**config.mk**
```make
export PLATFORM = sky130hd
export DESIGN_NAME = serial_rx
export DESIGN_NICKNAME = d
export VERILOG_FILES = /design/src/rtl/serial_rx.sv
export SDC_FILE = /design/constraint.sdc
export NUM_CORES = 1
export LEC_CHECK = 0
export BUFFER_PORTS_ARGS = -buffer_cell sky130_fd_sc_hd__buf_2
export CORE_MARGIN = 8
export CORE_UTILIZATION = 30
export CTS_CLUSTER_DIAMETER = 40
export CTS_CLUSTER_SIZE = 24
export DETAILED_ROUTE_END_ITERATION = 12
export PLACE_DENSITY = 0.48
export SYNTH_ARGS = -nofsm -noshare
export SYNTH_HDL_FRONTEND = slang
export SYNTH_SLANG_ARGS = --single-unit
```
**constraint.sdc**
```tcl
create_clock -name clk -period 2.74 [get_ports clk]
set_input_delay 0.685 -clock clk [delete_from_list [all_inputs] [get_ports clk]]
set_output_delay 0.685 -clock clk [all_outputs]
set_load 0.05 [all_outputs]
```
**src/rtl/serial_rx.sv**
```systemverilog
// Serial frame receiver: start, DATA_W bits LSB-first, optional even parity, stop.
// Define RX_PARITY_EN to add the parity bit and parity_err reporting.
module serial_rx #(
  parameter int DATA_W = 8
) (
  input  logic              clk,
  input  logic              rst_n,
  input  logic              rx_in,
  input  logic              rd_ack,
  output logic [DATA_W-1:0] rx_data,
  output logic              rx_valid,
  output logic              busy,
  output logic              frame_err,
  output logic              parity_err,
  output logic              overrun
);

  localparam int CW = (DATA_W > 1) ? $clog2(DATA_W) : 1;
  localparam logic [CW-1:0] LAST = CW'(DATA_W - 1);

  typedef enum logic [2:0] {
    S_IDLE,
    S_DATA,
`ifdef RX_PARITY_EN
    S_PARITY,
`endif
    S_STOP,
    S_RECOVER
  } state_e;

  state_e            state_q, state_d;
  logic [CW-1:0]     cnt_q, cnt_d;
  logic [DATA_W-1:0] shift_q, shift_d;
  logic [DATA_W-1:0] data_q, data_d;
  logic              valid_q, valid_d;
  logic              ferr_q, ferr_d;
  logic              perr_q, perr_d;
  logic              ovr_q, ovr_d;
  logic              par_ok;
  logic              stop_hi;
  logic              good;

`ifdef RX_PARITY_EN
  logic par_q, par_d;

  always_ff @(posedge clk or negedge rst_n) begin
    if (!rst_n) par_q <= 1'b0;
    else        par_q <= par_d;
  end

  assign par_ok = (par_q == ^shift_q);
`else
  assign par_ok = 1'b1;
`endif

  always_ff @(posedge clk or negedge rst_n) begin
    if (!rst_n) begin
      state_q <= S_IDLE;
      cnt_q   <= '0;
      shift_q <= '0;
      data_q  <= '0;
      valid_q <= 1'b0;
      ferr_q  <= 1'b0;
      perr_q  <= 1'b0;
      ovr_q   <= 1'b0;
    end else begin
      state_q <= state_d;
      cnt_q   <= cnt_d;
      shift_q <= shift_d;
      data_q  <= data_d;
      valid_q <= valid_d;
      ferr_q  <= ferr_d;
      perr_q  <= perr_d;
      ovr_q   <= ovr_d;
    end
  end

  always_comb begin
    state_d = state_q;
    cnt_d   = cnt_q;
    shift_d = shift_q;
`ifdef RX_PARITY_EN
    par_d   = par_q;
`endif
    case (state_q)
      S_IDLE: begin
        if (!rx_in) begin
          state_d = S_DATA;
          cnt_d   = '0;
        end
      end
      S_DATA: begin
        shift_d[cnt_q] = rx_in;
        if (cnt_q == LAST) begin
`ifdef RX_PARITY_EN
          state_d = S_PARITY;
`else
          state_d = S_STOP;
`endif
        end else begin
          cnt_d = cnt_q + CW'(1);
        end
      end
`ifdef RX_PARITY_EN
      S_PARITY: begin
        par_d   = rx_in;
        state_d = S_STOP;
      end
`endif
      S_STOP:    state_d = rx_in ? S_IDLE : S_RECOVER;
      // A low line here is the tail of a broken frame, not a start bit
      S_RECOVER: if (rx_in) state_d = S_IDLE;
      default:   state_d = S_IDLE;
    endcase
  end

  always_comb begin
    busy    = (state_q == S_DATA) || (state_q == S_STOP);
`ifdef RX_PARITY_EN
    busy    = busy || (state_q == S_PARITY);
`endif
    stop_hi = (state_q == S_STOP) && rx_in;
    good    = stop_hi && par_ok;
    ferr_d  = (state_q == S_STOP) && !rx_in;
    perr_d  = stop_hi && !par_ok;
    ovr_d   = good && valid_q && !rd_ack;
    data_d  = good ? shift_q : data_q;
    valid_d = good ? 1'b1 : (valid_q && !rd_ack);
  end

  assign rx_data    = data_q;
  assign rx_valid   = valid_q;
  assign frame_err  = ferr_q;
  assign parity_err = perr_q;
  assign overrun    = ovr_q;

endmodule

```
# Yosys cells after proc, flatten, opt, wreduce, memory -nomap -nowiden
# Cells that the tools add are included.
[totals]
register_bits = 25
output_inout_bits = 13
[classes]
eq_ne = 8
n_lt_le_gt_ge = 2
n_addsub = 1
muxes = 12
n_reduce_logical = 13
[ops]
columns = ["cell", "n"]
rows = [
  ["3-bit two-way mux", 5],
  ["3-bit case mux with 4 select lines", 1],
  ["8-bit bitwise mux", 1],
  ["2-bit inequality test (second input constant)", 4],
  ["3-bit by 2-bit equality test with 1-bit output (second input constant)", 2],
  ["1-bit logical AND", 6],
  ["3-bit case mux with 2 select lines", 1],
  ["3-bit AND reduction", 2],
  ["3-bit by 4-bit less-than comparator with 1-bit output (second input constant)", 1],
  ["3-bit by 1-bit adder with 3-bit output (second input constant)", 1],
  ["1-bit demux with 3-bit select", 1],
  ["3-bit by 1-bit equality test with 1-bit output (second input constant)", 1],
  ["3-bit equality test (second input constant)", 1],
  ["3-bit by 1-bit greater-or-equal comparator with 1-bit output (second input constant)", 1],
  ["3-bit logical NOT", 1],
  ["1-bit logical NOT", 2],
  ["1-bit two-way mux", 2],
  ["2-bit two-way mux", 1],
  ["2-bit nonzero test", 1],
  ["1-bit logical OR", 1],
]

# Longest topological paths before layout
[logic_depth]
depth_word = 5
mapped_depth = 5
ltp_nobuf = 5

# Worst setup path before layout
# Ideal clock, no wire load.
[synth_path]
path_kind = "register to output"
from = "register state_q[0]"
to = "output busy"
path_slack_ns = 1.068
n_path_buf = 0
required_ns = 2.055
stages_incl_launch_ff = 3
t_arrival_ns = 0.987
cell_sequence = "dfrtp_1 > inv_1 > ha_1"
[synth_between]
elab_chain_len = 2
[synth_rtl]
columns = ["element", "line", "text"]
rows = [
  ["start: declaration", "31", "state_e state_q, state_d;"],
  ["start signal: assignment", "67", "state_q <= state_d;"],
  ["3-bit by 1-bit equality test with 1-bit output / 3-bit by 2-bit equality test with 1-bit output (equally long branches)", "118", "busy = (state_q == S_DATA) || (state_q == S_STOP);"],
  ["1-bit logical OR (*)", "118", ""],
  ["end: declaration", "12", "output logic busy,"],
]
# Mark *: on every way between the ends. The rest lies on a longest branch, timed or not.

# Worst setup path after layout
# Ends and elaborated chain as after synthesis.

==> results.rst <==
.. list-table::
   :header-rows: 1

   * - Metric
     - Value
   * - Detailed placer's ending HPWL
     - approximately 1400 µm
   * - Crit path from
     - state_q[0]
   * - Part of the total power dissipated in the clock network
     - 18.2%
   * - Hold Slack
     - between 0.3 and 0.4 ns
   * - Master cell of the clock root buffer
     - clkbuf_8
   * - Post-place instance area
     - 1230 µm²
   * - Pin count of the biggest net entering global routing
     - 25
   * - Worst slew slack as a fraction of its limit
     - between 60% and 70%
   * - Mean instance size in the synthesized netlist
     - 13.3 µm²
   * - Switching power total
     - 0.720 mW
   * - Highest clock rate
     - just over 500 MHz
   * - Net total in the final layout
     - about 110
   * - Clock-pin slew on the worst setup and hold paths
     - 0.09 ns
   * - N_diodes
     - 0
   * - Instance count of the mapped netlist
     - 86
   * - Port buffer count
     - 15
   * - Number of buffers created by CTS
     - 3
   * - Depth of the most critical reg-to-reg path
     - 5
   * - Routed vias/inst
     - 4.64
   * - Clock tree from TritonCTS
     - yes
   * - Terminus of the critical flop-to-flop path
     - shift_q[4]
   * - Class of the most critical hold timing path
     - in2async
   * - Startpoint of the most critical register-to-register path
     - state_q[1]
   * - Lkg Pwr
     - slightly above 0.6 nW
   * - Crit Path Category
     - reg2out
   * - Fraction of layout instances using a drive strength above 1
     - ~40%
   * - Max stage delay cell, worst path
     - dfrtp_1
   * - Vias after detailed routing
     - between 600 and 700
   * - Post-layout instance area
     - 1310 µm²
   * - Effective utilization at floorplan
     - 31.1%
   * - Final Critical Period
     - approximately 2 ns
   * - DRC errors left
     - 0
   * - R2R Setup Slk
     - 1.11 ns
   * - Die outline height
     - 77.6 µm
   * - Dominant cells by area after synthesis
     - dfrtp_1 (53%), mux2_2 (16%), ha_1 (6.6%)
   * - I/O pin count
     - 17
   * - Final-report setup violation count
     - 0
   * - Internal power component
     - 0.969 mW
   * - Worst Path Max Fanout
     - 4
   * - Crit path arrival time
     - approximately 1.3 ns
   * - Count of final hold-check violations
     - 0
   * - Switching share of power
     - between 40 and 50%
   * - Cell type with the largest total area after synthesis
     - dfrtp_1
   * - Most frequent standard cell in the layout excluding fill and tap cells
     - dfrtp_1
   * - Peak per-stage delay on the critical path
     - ~0.38 ns
   * - Comb power frac
     - a little under half
   * - Cell-by-cell listing of the critical path
     - inv_1 > ha_1 > buf_2
   * - Final Wtd Congestion
     - around 0.66
   * - Initial antenna violation count
     - 0
   * - Synthesis-to-finish area growth
     - 14.6%
   * - Vias in the first global route
     - between 700 and 800
   * - Transition time of the tightest slew-check pin
     - approximately 0.54 ns
   * - Share of the clock period used by the worst path after layout
     - between 70 and 80%
   * - Total gr overflow
     - 0
   * - Proportion of power drawn by flip-flops and latches
     - 35.8%
   * - Worst setup endpoint
     - busy
   * - Htree depth
     - 1
   * - Leading cell types in the layout, fill and taps excluded
     - dfrtp_1 (24), mux2_2 (16), buf_2 (15)
   * - Final Power
     - about 1.7 mW
   * - Clock net sink count
     - 24
   * - Total wire length
     - just under 2000 µm
   * - Portion of synthesized cell area occupied by the leading cell type
     - between 50% and 60%
   * - Element type at the critical path end
     - output pin
   * - YS warnings
     - 0
   * - DIE WIDTH
     - approximately 78 µm
   * - Number of max-cap violations
     - 0
   * - Maximum clock insertion buffer count
     - 2
   * - Clock insertion delay at the later pin of the skew report
     - between 0.2 and 0.3 ns
   * - Post-synth cell types
     - 25
   * - Final sum of negative setup slack
     - 0 ns
   * - Setup repair after global routing missed its margin
     - false
   * - Run status
     - completed
   * - First-pass GRT wire length
     - 3510 µm
   * - Number of flip-flops and latches in the synthesized netlist
     - 24
   * - Area of the placeable core
     - 3660 µm²
   * - Final core utilization
     - a little over a third
   * - Resized cells post-CTS
     - 0
   * - 1st-pass router iterations
     - 2
   * - Die Area
     - 6030 µm²
   * - Summed instance area of the synthesized netlist
     - 1140 µm²
   * - Antenna-violating nets left
     - 0
   * - Hold Buf Count CTS
     - 0
   * - Data required, critical path
     - between 2 and 2.5 ns
   * - Number of rows in the core area
     - 22
   * - Post-CTS setup buffer count
     - 0
   * - Seq/Total Area, Yosys
     - 52.7%
   * - Kind of start point of the critical path
     - register
   * - Number of slew-limit violations in the final report
     - 0
   * - Global-route usage over all layers
     - 7.07%
   * - Max VDD drop
     - between 0.0007 and 0.0008 V
   * - Net Count, Synth
     - 96
   * - WL per Instance
     - 13.4 µm
   * - Clock Skew
     - 0.00482 ns
   * - P per Cell Area
     - around 1300 nW/µm²
   * - DRC marker count from the first detailed-route iteration
     - 16
## cells in the mapped netlist (all sizes together)
master   count
buf          5
nor3b        2
o21ai        2
o221ai       1
ha           6
nand3        1
dfrtp       24
nand2b       2
mux2        16
nand4        1
a21oi        1
a22oi        2
nand2        4
nor3         1
mux2i        4
nor2b        1
nor2         3
nand4b       2
inv          4
o2bb2ai      3
conb         1
## cell type report
| class | instances | area (µm²) |
|---|---|---|
| clock inverter | 1 | 30.0 |
| timing repair buffer | 15 | 75.1 |
| clock buffer | 3 | 41.3 |
| fill | 362 | 2350 |
| sequential | 24 | 601 |
| multi-input combinational | 53 | 484 |
| inverter | 4 | 15.0 |
| tap | 48 | 60.1 |
## power by group through the flow
| stage | clock network (mW) | registers (mW) | logic, mW |
|---|---|---|---|
| after floorplan | 0 | 0.792 | 0.468 |
| after global placement | 0 | 0.606 | 0.771 |
| after detailed placement | 0 | 0.616 | 0.791 |
| after CTS | 0.318 | 0.608 | 0.792 |
| after global routing | 0.334 | 0.629 | 0.846 |
| final | 0.307 | 0.605 | 0.776 |
## stage by stage
stage,cells,setup WS (ns)
final,148,0.777
after global routing,148,0.694
after CTS,148,0.759
after detailed placement,144,1.06
after global placement,144,1.10
after floorplan,86,1.07
## flip-flops by register name, summed over array words and instances (netlist names)
| register | count |
|---|---|
| cnt_q | 3 |
| rx_valid | 1 |
| overrun | 1 |
| frame_err | 1 |
| state_q | 2 |
| rx_data | 8 |
| shift_q | 8 |
## critical path, delay by kind of cell, from the launching register on
kind | cells | cell delay (ns)
adders and majority gates | 1 | 0.28
buffers and inverters | 2 | 0.35
DFF | 1 | 0.38
## cell families after synthesis
family,count (synthesis),synth area share (%)
AO/OA/AOI/OAI,9,6.26
adder cells (fa/ha/maj),6,6.59
buffers and inverters,9,4.83
flip-flops,24,52.7
multiplexers,20,19.3
other,1,0.329
AND/OR/NAND/NOR,17,9.99
## metal layers
metal  vias to the layer above  wire length [µm]  track usage (%)
li1                        329                 -                -
met1                       345               812             7.40
met2                        11              1030             12.5
met3                         2               123             3.23
met4                         0                13             1.70
met5                         -                 0                0
## how the worst min path moves through the flow
stage | startpoint | to | slack, ns | cells after the start
3_5_place_dp | rx_data[0] | rx_data[0] | 0.49 | 1
2_1_floorplan | rst_n | cnt_q[0] | 0.39 | 0
4_1_cts | rst_n | shift_q[5] | 0.41 | 1
3_3_place_gp | rx_data[7] | rx_data[7] | 0.48 | 1
5_1_grt | rst_n | shift_q[5] | 0.43 | 1
6_report | rst_n | shift_q[5] | 0.39 | 1
No activity file was read; power rests on OpenSTA's default activity.
